File: src/rtl/cam_frame_profiler.sv
// rtl/cam_frame_profiler.sv - camera line/frame profiler with a programmable pixel probe
// Define CAM_INPUT_SYNC_EN to put 2-flop synchronisers in front of the sample stage.
module cam_frame_profiler #(
  parameter int DATA_W  = 8,
  parameter int PIX_W   = 12,
  parameter int LINE_W  = 10,
  parameter int FRAME_W = 8
) (
  input  logic               iClock,
  input  logic               iReset,
  input  logic               iEnable,
  input  logic               iVsync,
  input  logic               iHref,
  input  logic               iPclk,
  input  logic [DATA_W-1:0]  iPdata,
  input  logic [PIX_W-1:0]   iProbeX,
  input  logic [LINE_W-1:0]  iProbeY,
  output logic               oNewFrame,
  output logic [DATA_W-1:0]  oProbeData,
  output logic               oProbeValid,
  output logic [PIX_W-1:0]   oLineLength,
  output logic [LINE_W-1:0]  oFrameLines,
  output logic [FRAME_W-1:0] oFrameCount,
  output logic               oOverflow
);

  localparam logic [PIX_W-1:0]  PIX_MAX  = '1;
  localparam logic [LINE_W-1:0] LINE_MAX = '1;

  logic              rawVsync, rawHref, rawPclk;
  logic [DATA_W-1:0] rawData;

`ifdef CAM_INPUT_SYNC_EN
  logic [2:0]        syncA, syncB;
  logic [DATA_W-1:0] dataA, dataB;

  // Pixel data is delayed alongside the control synchronisers so it stays aligned with pclk.
  always_ff @(posedge iClock or negedge iReset) begin
    if (!iReset) begin
      syncA <= '0;
      syncB <= '0;
      dataA <= '0;
      dataB <= '0;
    end else begin
      syncA <= {iVsync, iHref, iPclk};
      syncB <= syncA;
      dataA <= iPdata;
      dataB <= dataA;
    end
  end

  assign {rawVsync, rawHref, rawPclk} = syncB;
  assign rawData = dataB;
`else
  assign {rawVsync, rawHref, rawPclk} = {iVsync, iHref, iPclk};
  assign rawData = iPdata;
`endif

  logic              sVsync, sHref, sPclk;
  logic [DATA_W-1:0] sData;
  logic              pVsync, pHref, pPclk;

  always_ff @(posedge iClock or negedge iReset) begin
    if (!iReset) begin
      sVsync <= 1'b0;
      sHref  <= 1'b0;
      sPclk  <= 1'b0;
      sData  <= '0;
      pVsync <= 1'b0;
      pHref  <= 1'b0;
      pPclk  <= 1'b0;
    end else if (iEnable) begin
      sVsync <= rawVsync;
      sHref  <= rawHref;
      sPclk  <= rawPclk;
      sData  <= rawData;
      pVsync <= sVsync;
      pHref  <= sHref;
      pPclk  <= sPclk;
    end
  end

  logic pclkRise, hrefRise, hrefFall, vsyncRise, pixEvent;

  assign pclkRise  = iEnable & sPclk & ~pPclk;
  assign hrefRise  = iEnable & sHref & ~pHref;
  assign hrefFall  = iEnable & ~sHref & pHref;
  assign vsyncRise = iEnable & sVsync & ~pVsync;
  assign pixEvent  = pclkRise & sHref;

  logic [PIX_W-1:0]  pixCnt, pixBase, pixNext;
  logic [LINE_W-1:0] lineCnt, lineDone, lineNext;
  logic              pixSat, lineSat, probeHit;

  // lineDone is the line count after any href fall this cycle, so a coincident vsync sees it.
  always_comb begin
    pixBase  = hrefRise ? '0 : pixCnt;
    pixNext  = pixBase;
    lineDone = lineCnt;
    pixSat   = 1'b0;
    lineSat  = 1'b0;
    probeHit = 1'b0;
    if (pixEvent) begin
      probeHit = (pixBase == iProbeX) && (lineCnt == iProbeY);
      if (pixBase == PIX_MAX) pixSat = 1'b1;
      else                    pixNext = pixBase + 1'b1;
    end
    if (hrefFall) begin
      pixNext = '0;
      if (lineCnt == LINE_MAX) lineSat = 1'b1;
      else                     lineDone = lineCnt + 1'b1;
    end
    lineNext = lineDone;
    if (vsyncRise) begin
      pixNext  = '0;
      lineNext = '0;
    end
  end

  always_ff @(posedge iClock or negedge iReset) begin
    if (!iReset) begin
      pixCnt      <= '0;
      lineCnt     <= '0;
      oLineLength <= '0;
      oFrameLines <= '0;
      oFrameCount <= '0;
      oOverflow   <= 1'b0;
      oProbeData  <= '0;
      oNewFrame   <= 1'b0;
      oProbeValid <= 1'b0;
    end else begin
      oNewFrame   <= vsyncRise;
      oProbeValid <= probeHit;
      if (iEnable) begin
        pixCnt  <= pixNext;
        lineCnt <= lineNext;
        if (hrefFall) oLineLength <= pixCnt;
        if (probeHit) oProbeData <= sData;
        if (vsyncRise) begin
          oFrameLines <= lineDone;
          oFrameCount <= oFrameCount + 1'b1;
          oOverflow   <= pixSat | lineSat;
        end else begin
          oOverflow   <= oOverflow | pixSat | lineSat;
        end
      end
    end
  end

endmodule

File: config.mk
export PLATFORM = sky130hd
export DESIGN_NAME = cam_frame_profiler
export DESIGN_NICKNAME = d
export VERILOG_FILES = /design/src/rtl/cam_frame_profiler.sv
export SDC_FILE = /design/constraint.sdc
export NUM_CORES = 1
export LEC_CHECK = 0
export ABC_AREA = 0
export CELL_PAD_IN_SITES_DETAIL_PLACEMENT = 1
export CELL_PAD_IN_SITES_GLOBAL_PLACEMENT = 2
export CORE_MARGIN = 8
export CORE_UTILIZATION = 30
export CTS_BUF_LIST = sky130_fd_sc_hd__clkbuf_2 sky130_fd_sc_hd__clkbuf_4 sky130_fd_sc_hd__clkbuf_8
export DETAILED_ROUTE_END_ITERATION = 8
export GPL_ROUTABILITY_DRIVEN = 0
export PLACE_DENSITY = 0.88
export REMOVE_ABC_BUFFERS = 1
export SYNTH_ARGS = -nofsm -noshare
export SYNTH_HDL_FRONTEND = slang
export SYNTH_SLANG_ARGS = --single-unit
File: constraint.sdc
create_clock -name iClock -period 2 [get_ports iClock]
set_input_delay 0.4 -clock iClock [delete_from_list [all_inputs] [get_ports iClock]]
set_output_delay 0.4 -clock iClock [all_outputs]
set_load 0.02 [all_outputs]
==> run_results.csv <==
group,metric,value,unit
worst_setup_path,cp-start-kind,"input pin",
placed_design,dp_hpwl,8.13,mm
worst_setup_path,slowest_stage,"clkdlybuf4s50_1",
cts,clockRootBuffer,"clkbuf_8",
worst_setup_path,worstPathMaxFanout,8,
synthesis,async_flop_share,100,%
power_and_ir_drop,powerDensity,725,nW/um2
worst_setup_path,worst-path-buf-inv,3,
global_routing,grt_pass1_vias,3636,
power_and_ir_drop,combPwrFrac,21.7,%
floorplan,row_count,40,
worst_setup_path,crit_arrival,2.62,ns
floorplan,coreArea,12000,um2
placed_design,dpl-instance-area,4990,um2
synthesis,synth_cells,347,
worst_setup_path,cp_data_required_time,2.26,ns
global_routing,antenna_found_initial,0,
cts,clockBufferDepth,2,
synthesis,postSynthAreaPerCell,10.6,um2
sta,finalCritPeriodShare,118,%
final_layout,drive_gt1_share,32.9,%
route,routed_wl,12.0,mm
status,status,"finished with violations",
final_layout,layout.nets,526,
synthesis,synth_cell_type_count,40,
synthesis,ys_seq_area_share,52.6,%
route,drt_iter0_markers,153,
cts,clk_latency,0.37,ns
placed_design,io_buffers,76,
cts,cts_sinks,77,
power_and_ir_drop,vdd_drop_max,0.000612,V
synthesis,syn-cell-area,3660,um2
final_layout,seq_area,1930,um2
power_and_ir_drop,p_leak,2.40,nW
power_and_ir_drop,p_clk_share,33.7,%
final_layout,fin_area,5560,um2
worst_hold_path,holdCritPathClass,"reg -> reg",
floorplan,start_util,30.6,%
route,vias,3226,
floorplan,die_h,126,um
cts,cts_max_level,3,
final_layout,fillers,1309,
route,drt_pre_antenna_iters,4,
cts,cts.clk_slew.worst_paths,0.09,ns
route,drc_errors,0,
global_routing,grt_max_degree,44,
final_layout,stdcell_count,640,
sta,timing.final.ws_setup,-0.359,ns
worst_setup_path,cpLargestDelayFamily,"buffers and inverters",
sta,slew_violations,0,
synthesis,synth_ff_type,"dfrtp_1",
floorplan,ios,77,
worst_setup_path,crit_chain,"clkdlybuf4s50_1 -> buf_4 -> xnor2_1 -> a31oi_1 -> o32ai_2 -> nand3_2 -> nor4_4 -> buf_6 -> mux2_4",
floorplan,die_area,16000,um2
placed_design,dp.cells,613,
sta,setup-violations-final,17,
floorplan,fp.dieW,126,um
power_and_ir_drop,p_int,2.85,mW
route,via_per_inst,5.04,
placed_design,post-place-ws,-0.947,ns
route,wl_per_cell,18.7,um
route,postRouteAntennaNets,0,
synthesis,synth_edf_count,0,
synthesis,ys_ff_latch,77,
final_layout,synthToLayoutAreaGrowth,51.8,%
cts,cts_buffers,9,
synthesis,ys_warn_count,0,
worst_setup_path,crit_type,"in -> reg",
status,violations,"negative setup slack",
cts,cts_tree,"built",
run,maxCapViolCount,0,
worst_setup_path,slowest_delay,0.43,ns
global_routing,gr-total-overflow,0,
sta,tightest_slew,0.512,ns
sta,hold_viol,0,
sta,max_slew_margin,65.8,%
sta,fin_crit,2.36,ns
worst_setup_path,endpoint_kind,"flop",
power_and_ir_drop,swShare,29.4,%
sta,rsz0062_at_grt,"yes",
sta,fmax,0.424,GHz
power_and_ir_drop,p_switching,1.18,mW
global_routing,track_usage,14.9,%
power_and_ir_drop,power,4.03,mW
global_routing,grt_pass1_wl,18.9,mm
sta,clock_skew,0.0128,ns
final_layout,multi_input_area,1880,um2
sta,finalSetupTns,-3.84,ns
final_layout,antenna_cells,0,
power_and_ir_drop,seq_power_share,44.7,%
## synthesized netlist by cell type (7+ instances only)
cell type   n  area, um2
clkbuf_1   12       45.0
o21ai_0    28        140
nand4_1     7       43.8
nor2_1     28        105
xor2_1     17        149
nand2_1    37        139
xnor2_1    13        114
mux2_2     31        349
dfrtp_1    77       1930
nand3_1    20        100
a31oi_1     7       43.8
a21oi_1     8       40.0
## cells in the final DEF (no fill, tap or decap), types with 2 or more instances in the layout
cell              n
inv_1             5
nor4_2            2
nand3_2           3
clkbuf_8          9
nor3_1            3
nand3_1          17
nor4bb_4          3
xor2_1           17
inv_6             2
or2_4             3
buf_6             2
a31oi_1           6
o31ai_1           2
dfrtp_1          75
o32ai_2           3
nand3b_1          2
a21oi_2           3
nand4_1           7
nor3_2            2
nor4_1            2
o21ai_0          19
buf_4            69
nor2_2            5
ha_1              2
a32o_1            3
xnor2_1          13
mux2i_1           2
dfrtp_2           2
nand2_1          34
nand2b_1          4
nor2_1           23
mux2_2           23
o21ai_1           6
a21oi_1           5
nand2_2           3
clkdlybuf4s50_1  74
and3_1            2
bufinv_16         2
o21ai_2           3
mux2_4            8
## sequential cells by signal (all words and copies together), names as in the netlist, 8 cells and up
register and count:
sData 8, oFrameCount 8, pixCnt 12, lineCnt 10
oFrameLines 10, oProbeData 8, oLineLength 12
## cell families after synthesis
family / count (synthesis) / synth area share [%]
DFF: 77 / 52.6
AOI/OAI and AO/OA: 57 / 9.50
buffers and inverters: 23 / 2.77
adders and majority gates: 2 / 0.683
and+or+nand+nor: 125 / 17.2
xor gates and xnor gates: 30 / 7.17
muxes: 33 / 10.1
## stage by stage
step                utilization (%)  hold slack, ns
floorplan                         -           0.104
global placement               41.7           0.399
detailed placement             41.7           0.403
CTS                            44.8           0.494
global route                   46.5           0.529
finish                         46.5           0.489
## power by group through the flow
stage	combinational [mW]	sequential (mW)	clock (mW)
after floorplan	0.247	1.90	0
after global placement	0.793	1.81	0
after detailed placement	0.819	1.83	0
after CTS	0.854	1.80	1.40
after global routing	0.941	1.82	1.45
final	0.873	1.80	1.36
## routing by layer
metal	vias to the layer above	GRT usage, %	share of wire, %
li1	1505	-	-
met1	1624	17.1	42
met2	69	25.6	50
met3	28	3.73	3.7
met4	0	7.15	3.5
met5	-	0	0
## repair_timing
| item | in CTS | in global routing |
|---|---|---|
| hold buffers | 1 | 0 |
| gates resized for setup | 22 | 44 |
| pin swaps | 13 | 19 |
| hold endpoints to repair | 12 | 0 |
| endpoints found under the setup margin | 27 | 28 |
| setup buffers | 7 | 3 |
## worst paths after layout
path                                             from                         end  slack (ns)  depth (start not counted)
max reg2reg                         pHref$_DFFE_PN0P_   oProbeData[7]$_DFFE_PN0P_       -0.30                          7
min in group asynchronous                      iReset      lineCnt[8]$_DFFE_PN0P_        0.54                          2
min                        oFrameLines[9]$_DFFE_PN0P_  oFrameLines[9]$_DFFE_PN0P_        0.49                          2
min reg2reg                oFrameLines[9]$_DFFE_PN0P_  oFrameLines[9]$_DFFE_PN0P_        0.49                          2
max                                        iProbeX[5]   oProbeData[7]$_DFFE_PN0P_       -0.36                          9
max in group asynchronous                      iReset        sData[0]$_DFFE_PN0P_        0.83                          3
## worst register-to-register path, stage by stage (launching register included)
cell and delay (ns):
dfrtp_1 0.40, and3b_2 0.34, nor2_2 0.07, o32ai_2 0.34, nand3_2 0.19, nor4_4 0.33
buf_6 0.21, mux2_4 0.32
## layout make-up
type | count | area share (%)
clock buffer | 10 | 2.36
clock inverter | 6 | 1.69
inverter | 5 | 0.338
multi-input combinational | 247 | 33.9
sequential | 77 | 34.7
tap | 147 | 3.31
timing repair buffer | 148 | 23.7
Power figures use the tool's default switching activity.
